File: src/rtl/core_sequencer_pkg.sv
`default_nettype none
// ============================================================================
// Module      : core_sequencer_pkg
// Description : Shared types and constants for the core instruction sequencer
//               (FSM state encoding, halt causes, instruction size, reset pc).
// Revision    : 1.0 - initial release
// ============================================================================
package core_sequencer_pkg;

  typedef enum logic [2:0] {
    ST_IDLE      = 3'd0,
    ST_FETCH     = 3'd1,
    ST_DECODE    = 3'd2,
    ST_EXECUTE   = 3'd3,
    ST_WRITEBACK = 3'd4,
    ST_HALT      = 3'd5
  } seq_state_t;

  typedef enum logic [1:0] {
    CAUSE_NONE       = 2'd0,
    CAUSE_ILLEGAL    = 2'd1,
    CAUSE_TIMEOUT    = 2'd2,
    CAUSE_MISALIGNED = 2'd3
  } halt_cause_t;

  localparam logic [31:0] INSTRUCTION_BYTES = 32'd4;
  localparam logic [31:0] RESET_PC_DEFAULT  = 32'h0000_0000;

endpackage
`default_nettype wire

File: src/rtl/sequencer_watchdog.sv
`default_nettype none
// ============================================================================
// Module      : sequencer_watchdog
// Description : Stall counter for the EXECUTE phase. Counts cycles in which the
//               ALU has not answered and flags the TIMEOUT-th such cycle.
// Revision    : 1.0 - initial release
// ============================================================================
module sequencer_watchdog #(
  parameter int unsigned TIMEOUT = 16
) (
  input  logic clock,
  input  logic reset_n,
  input  logic clear,
  input  logic count,
  output logic timeout
);

  localparam int unsigned CNT_W = (TIMEOUT < 2) ? 1 : $clog2(TIMEOUT);
  localparam logic [CNT_W-1:0] C_LAST = CNT_W'(TIMEOUT - 1);

  logic [CNT_W-1:0] r_count;

  // Stall counter: restarts on clear, saturates on the last stalled cycle
  always_ff @(posedge clock or negedge reset_n) begin
    if (!reset_n) begin
      r_count <= '0;
    end else if (clear) begin
      r_count <= '0;
    end else if (count && (r_count != C_LAST)) begin
      r_count <= r_count + 1'b1;
    end
  end

  // The current stalled cycle is the TIMEOUT-th one
  assign timeout = count && (r_count == C_LAST);

endmodule
`default_nettype wire

File: src/rtl/core_sequencer.sv
`default_nettype none
// ============================================================================
// Module      : core_sequencer
// Description : Multi-cycle instruction sequencer: IDLE -> FETCH -> DECODE ->
//               EXECUTE -> WRITEBACK, with a sticky HALT on illegal opcode,
//               ALU timeout or misaligned branch target.
// Revision    : 1.0 - initial release
// ============================================================================
module core_sequencer
  import core_sequencer_pkg::*;
#(
  parameter logic [31:0] RESET_PC    = RESET_PC_DEFAULT,
  parameter int unsigned ALU_TIMEOUT = 16
) (
  input  logic        clock,
  input  logic        reset_n,
  input  logic        enable,
  output logic        imem_req,
  output logic [31:0] imem_addr,
  input  logic        imem_ready,
  input  logic [31:0] imem_rdata,
  output logic [31:0] instruction,
  output logic [31:0] pc,
  output logic        decode_valid,
  input  logic        illegal_instruction,
  output logic        alu_start,
  input  logic        alu_done,
  input  logic        branch_taken,
  input  logic [31:0] branch_target,
  output logic        rd_write_enable,
  output logic [31:0] retired_count,
  output logic        halted,
  output logic [1:0]  halt_cause
);

  seq_state_t  r_state;
  seq_state_t  w_state_next;
  halt_cause_t r_halt_cause;
  logic [31:0] r_pc;
  logic [31:0] r_instruction;
  logic [31:0] r_next_pc;
  logic [31:0] r_retired;
  logic        r_exec_first;
  logic        w_wd_clear;
  logic        w_wd_count;
  logic        w_wd_timeout;
  logic        w_misaligned;
  logic [31:0] w_seq_pc;

  assign w_seq_pc     = r_pc + INSTRUCTION_BYTES;
  assign w_misaligned = branch_taken && (branch_target[1:0] != 2'b00);
  assign w_wd_clear   = (r_state != ST_EXECUTE);
  assign w_wd_count   = (r_state == ST_EXECUTE) && !alu_done;

  sequencer_watchdog #(
    .TIMEOUT (ALU_TIMEOUT)
  ) u_watchdog (
    .clock   (clock),
    .reset_n (reset_n),
    .clear   (w_wd_clear),
    .count   (w_wd_count),
    .timeout (w_wd_timeout)
  );

  // State register
  always_ff @(posedge clock or negedge reset_n) begin
    if (!reset_n) begin
      r_state <= ST_IDLE;
    end else begin
      r_state <= w_state_next;
    end
  end

  // Next-state logic; HALT has no exit other than reset
  always_comb begin
    w_state_next = r_state;
    case (r_state)
      ST_IDLE:      if (enable) w_state_next = ST_FETCH;
      ST_FETCH:     if (imem_ready) w_state_next = ST_DECODE;
      ST_DECODE:    w_state_next = illegal_instruction ? ST_HALT : ST_EXECUTE;
      ST_EXECUTE: begin
        if (alu_done) begin
          w_state_next = w_misaligned ? ST_HALT : ST_WRITEBACK;
        end else if (w_wd_timeout) begin
          w_state_next = ST_HALT;
        end
      end
      ST_WRITEBACK: w_state_next = enable ? ST_FETCH : ST_IDLE;
      ST_HALT:      w_state_next = ST_HALT;
      default:      w_state_next = ST_IDLE;
    endcase
  end

  // Strobes decoded purely from registered state
  always_comb begin
    imem_req        = 1'b0;
    decode_valid    = 1'b0;
    alu_start       = 1'b0;
    rd_write_enable = 1'b0;
    halted          = 1'b0;
    case (r_state)
      ST_FETCH:     imem_req        = 1'b1;
      ST_DECODE:    decode_valid    = 1'b1;
      ST_EXECUTE:   alu_start       = r_exec_first;
      ST_WRITEBACK: rd_write_enable = 1'b1;
      ST_HALT:      halted          = 1'b1;
      default:      ;
    endcase
  end

  // Architectural state: instruction latch, pc update, retire counter, halt cause
  always_ff @(posedge clock or negedge reset_n) begin
    if (!reset_n) begin
      r_pc          <= RESET_PC;
      r_instruction <= '0;
      r_next_pc     <= RESET_PC;
      r_retired     <= '0;
      r_halt_cause  <= CAUSE_NONE;
      r_exec_first  <= 1'b0;
    end else begin
      // Only the cycle right after DECODE can be the first EXECUTE cycle
      r_exec_first <= (r_state == ST_DECODE);
      case (r_state)
        ST_FETCH: begin
          if (imem_ready) r_instruction <= imem_rdata;
        end
        ST_DECODE: begin
          if (illegal_instruction) r_halt_cause <= CAUSE_ILLEGAL;
        end
        ST_EXECUTE: begin
          if (alu_done) begin
            if (w_misaligned) begin
              r_halt_cause <= CAUSE_MISALIGNED;
            end else begin
              r_next_pc <= branch_taken ? branch_target : w_seq_pc;
            end
          end else if (w_wd_timeout) begin
            r_halt_cause <= CAUSE_TIMEOUT;
          end
        end
        ST_WRITEBACK: begin
          r_pc      <= r_next_pc;
          r_retired <= r_retired + 32'd1;
        end
        default: ;
      endcase
    end
  end

  assign imem_addr     = r_pc;
  assign pc            = r_pc;
  assign instruction   = r_instruction;
  assign retired_count = r_retired;
  assign halt_cause    = r_halt_cause;

endmodule
`default_nettype wire

File: config.mk
export PLATFORM = sky130hd
export DESIGN_NAME = core_sequencer
export DESIGN_NICKNAME = d
export VERILOG_FILES = /design/src/rtl/core_sequencer_pkg.sv /design/src/rtl/sequencer_watchdog.sv /design/src/rtl/core_sequencer.sv
export SDC_FILE = /design/constraint.sdc
export NUM_CORES = 1
export LEC_CHECK = 0
export ABC_CLOCK_PERIOD_IN_PS = 5970
export BUFFER_PORTS_ARGS = -buffer_cell sky130_fd_sc_hd__buf_2
export CAP_MARGIN = 10
export CORE_ASPECT_RATIO = 2
export CORE_UTILIZATION = 55
export DETAILED_ROUTE_END_ITERATION = 10
export PLACE_DENSITY = 0.82
export SLEW_MARGIN = 20
export SYNTH_ARGS = -nofsm -noshare
export SYNTH_HDL_FRONTEND = slang
export SYNTH_SLANG_ARGS = --single-unit
File: constraint.sdc
create_clock -name clock -period 5.97 [get_ports clock]
set_input_delay 0.2985 -clock clock [delete_from_list [all_inputs] [get_ports clock]]
set_output_delay 0.2985 -clock clock [all_outputs]
set_load 0.05 [all_outputs]
# After elaboration in Yosys (flattened, before gate mapping)
# Cells that the tools add are included.
# W data, S select, Z words.
totals:
  word_cells: 59
  reg_bits: 138
classes:
  reduce_logical: 13
  addsub: 3
  eq_ne: 13
  muxes: 21
  n_bitwise: 1
op_table:
  columns: ["cell", "n"]
  rows:
  - ["$add A32 B1 Y32 const B", 1]
  - ["$add A32 B3 Y32 const B", 1]
  - ["$mux W32", 1]
  - ["$pmux W3 S6", 1]
  - ["$mux W3", 5]
  - ["$mux W2", 4]
  - ["$mux W4", 2]
  - ["$mux W1", 7]
  - ["$eq A3 B2 Y1 const B", 2]
  - ["$eq A3 B3 Y1 const B", 2]
  - ["$ne A2 B2 Y1 const B", 3]
  - ["$ne A3 B2 Y1 const B", 2]
  - ["$reduce_and A3 Y1", 2]
  - ["$reduce_bool A2 Y1", 3]
  - ["$add A4 B1 Y4 const B", 1]
  - ["$eq A4 B4 Y1 const B", 1]
  - ["$logic_and A1 B1 Y1", 4]
  - ["$ne A4 B4 Y1 const B", 1]
  - ["$pmux W2 S2", 1]
  - ["$reduce_and A4 Y1", 1]
  - ["$eq A3 B1 Y1 const B", 1]
  - ["$logic_not A3 Y1", 1]
  - ["$ne A3 B3 Y1 const B", 1]
  - ["$reduce_and A2 Y1", 1]
  - ["other kinds (2)", 2]

# Depth between registers and ports, before layout
depth:
  depth_word: 6
  depth_mapped: 8
  ltp_nobuf: 6

# Hierarchy
# Synthesis repeated with hierarchy kept, for this count alone.
unflattened:
  hier_cells: 590
  area_unflattened_um2: 6522.5
by_module_without_submodules:
  columns: ["module", "cells_per_inst", "instances", "seq_area_each_um2", "area_each_um2"]
  rows:
  - ["core_sequencer", 569, 1, 3353.2, 6283.5]
  - ["sequencer_watchdog", 21, 1, 100.1, 239.0]

# Worst setup path before layout
# No wires, ideal clock.
synth_timing:
  kind: "register to register"
  start: "reg r_state[1]"
  end: "reg r_pc[25], in the netlist imem_addr[25]"
  path_slack_ns: 3.706
  stages_incl_launch_ff: 6
  period_less_slack_ns: 2.264
  arrival_ns: 2.139
  n_path_buf: 2
  setup_time_ns: 0.125
  required_ns: 5.845
  cell_sequence: "dfrtp_1 or3b_1 buf_6 inv_2 buf_1 mux2_2"
synth_via:
  elab_chain_len: 1
synth_rtl:
  columns: ["item", "line", "source"]
  rows:
  - ["from (decl)", "core_sequencer.sv:36", "seq_state_t r_state;"]
  - ["from (signal assigned)", "core_sequencer.sv:70", "r_state <= w_state_next;"]
  - ["$eq A3 B3 Y1", "core_sequencer.sv:123", "case (r_state)"]
  - ["to (signal assigned)", "core_sequencer.sv:142", "r_pc <= r_next_pc;"]
  - ["to (decl)", "core_sequencer.sv:39", "logic [31:0] r_pc;"]
# No other way between the ends.
# A chain may end at the register's enable or synchronous reset.

# Worst setup path after layout
layout_timing:
  start: "reg r_state[0]"
  end: "out rd_write_enable"
layout_via:
  elab_chain_len: 2
layout_rtl:
  columns: ["item", "line", "source"]
  rows:
  - ["$eq A3 B3 Y1", "core_sequencer.sv:101", "case (r_state)"]
  - ["$mux W1", "core_sequencer.sv:101", null]
  - ["to (decl)", "core_sequencer.sv:30", "output logic rd_write_enable,"]
# No other way between the ends.

==> flow_summary.json <==
{
  "worst_ep_arrival_time_ns": 2.53,
  "setup_tns_ns": 0,
  "numCtsBuffers": 17,
  "fin_area_um2": 7931,
  "synth.ff_latch_count": 138,
  "status": "complete, no violations",
  "setup_viol": 0,
  "dpl-instance-area_um2": 7333,
  "crit_type": "register to output pin",
  "drv_cap": 0,
  "postCtsSetupRepairBufs": 0,
  "die-height_um": 155.0,
  "yosysWarningCount": 0,
  "grt_first_pass_wirelength_um": 25440,
  "whs_ns": 0.07699,
  "drt_iter0_markers": 227,
  "std_cell_rows": 55,
  "syn_avg_cell_area_um2": 11.24,
  "initial_core_util_pct": 56.72,
  "synth_seq_area_share_pct": 53.62,
  "ant_nets": 0,
  "powerDensity_nw_per_um2": 610.9,
  "hp-class": "primary input to register",
  "gr-total-overflow": 0,
  "totalWireLength_um": 15770,
  "via_count": 5088,
  "final_cell_mix": "204 x buf_2, 138 x dfrtp_1, 64 x mux2_2",
  "fmax_mhz": 354.0,
  "ctsLongestPathBuffers": 2,
  "grt_pass1_vias": 5138,
  "coreArea_um2": 11350,
  "antenna_found_initial": 1,
  "drive_gt1_share_pct": 40.90,
  "routed_wire_length_per_instance_um": 17.50,
  "nNetsFinal": 819,
  "start_kind": "register",
  "hold_violations": 0,
  "cts_resized": 0,
  "maxSlewViolCount": 0,
  "insertion_delay_ns": 0.41,
  "drc_errors": 0,
  "worstMarginPinSlew_ns": 0.8143,
  "areaGrowthSynthToFinish_pct": 23.16,
  "first_pass_iters": 4,
  "h-tree-depth": 4,
  "rsz0062_at_grt": "false",
  "clockRootBuffer": "clkbuf_16",
  "dieArea_um2": 12170,
  "boundaryPins": 206,
  "p_leak_nw": 3.943,
  "track_usage_pct": 27.26,
  "clock_sinks": 138,
  "cp.required_ns": 5.67,
  "final_common_cell": "buf_2",
  "place_congestion": 0.8542,
  "syn_area_um2": 6440,
  "hpwl_um": 11230,
  "period_needed_ns": 2.825,
  "die_w_um": 78.52,
  "num-fill-cells": 880,
  "vdd.ir_drop.worst_mv": 0.4824,
  "grt_max_degree": 86,
  "maxSlewHeadroom_pct": 45.63,
  "fin_skew_ns": 0.006260,
  "path_clk_slew_ns": 0.06,
  "synth_cell_types": 46,
  "cts_tree": "done",
  "synth_cells": 573,
  "worst_setup_path_end_kind": "output pin",
  "numPortBuffers": 205,
  "worstPathMaxFanout": 36,
  "vias_per_cell": 5.647,
  "syn_nets": 647,
  "finalCritPeriodShare_pct": 47.31
}
synthesized netlist by cell type (all sizes together):
library cell	number	area, um2
or3	2	12.51
nand2b	1	6.260
nor2	33	131.4
xnor2	35	306.5
a31oi	2	12.51
o21ai	25	125.1
dfrtp	138	3453
mux2	65	732.0
and4b	1	10.01
nand3	28	140.1
or3b	1	8.760
and3	28	175.2
a2bb2oi	1	8.760
and4	5	43.79
nor4	5	31.28
or2	1	6.260
nand3b	1	7.510
xor2	22	192.7
o22ai	13	81.33
clkbuf	15	56.30
a22o	1	8.760
a21oi	23	115.1
nand4	14	87.58
clkinv	1	3.750
and2b	2	15.01
mux2i	3	30.03
nor2b	2	12.51
and2	7	43.80
o211ai	2	15.01
inv	2	7.500
a32o	2	20.02
nand2	35	131.4
or4	1	11.26
o21bai	1	7.510
a22oi	1	7.510
a21o	4	30.03
buf	40	279.0
nor3	7	35.03
ha	3	37.54
cell type report:
cell class	instances	area, um2	share of cell area [%]
Antenna cell	1	2.502	0.03155
Clock buffer	17	425.4	5.364
Clock inverter	15	150.1	1.893
Inverter	3	11.26	0.1420
Multi-Input combinational cell	377	2650	33.41
Sequential cell	138	3453	43.54
Tap cell	142	177.7	2.240
Timing Repair Buffer	208	1061	13.38
cells by family after synthesis:
| group | count (synthesis) | synth area share [%] |
|---|---|---|
| simple gates | 174 | 14.12 |
| flops | 138 | 53.62 |
| compound gates | 75 | 6.703 |
| mux | 68 | 11.83 |
| buf+inv | 58 | 5.381 |
| xor+xnor | 57 | 7.752 |
| fa+ha+maj | 3 | 0.5829 |
flip-flops by register name (all words and copies together) (netlist names):
name and flops:
halt_cause 2, imem_addr 32, instruction 32, r_exec_first 1, r_next_pc 32, r_state 3, retired_count 32, u_watchdog.r_count 4
per-stage QoR:
stage | total power, mW | cells | setup slack [ns] | utilization, %
final | 4.845 | 901 | 3.145 | 69.85
after global routing | 5.061 | 901 | 2.978 | 69.85
after CTS | 4.873 | 900 | 3.116 | 69.74
after detailed placement | 3.846 | 867 | 3.574 | 64.58
after global placement | 3.779 | 867 | 3.382 | 64.55
after floorplan | 3.409 | 573 | 3.706 | -
critical path, stage by stage, from the launching register on:
cell,delay [ns]
dfrtp_1,0.49
or3b_1,0.55
inv_2,0.65
buf_2,0.40
worst paths after layout:
check                                          from           endpoint  slack [ns]  cells past startpoint
worst min register to register        r_next_pc[23]      r_next_pc[23]        0.48                      2
worst max-delay path                     r_state[0]    rd_write_enable        3.15                      3
min in group asynchronous                   reset_n  retired_count[15]        0.41                      2
max in group asynchronous                   reset_n      imem_addr[24]        4.42                      3
worst min-delay path            illegal_instruction      halt_cause[1]        0.08                      2
worst max register to register           r_state[0]  retired_count[30]        3.61                      5
per-layer routing:
metal	vias to the layer above	GRT usage (%)	share of wire (%)
met5	-	0	0
met4	0	10.76	1.8
met3	23	6.452	4.5
met2	178	49.61	57
met1	2552	29.83	37
li1	2335	-	-
report_power, final:
part           leakage, nW  internal [mW]  switching (mW)
logic                 1.92          0.623            1.62
clock network        0.275          0.614           0.398
registers             1.75           1.27           0.322
total                 3.94           2.50            2.34
what timing repair did:
action	4_1_cts	5_1_grt
endpoints found under the hold margin	53	0
hold buffers	1	0
setup endpoints to repair	0	0
(Power assumes the default switching activity.)
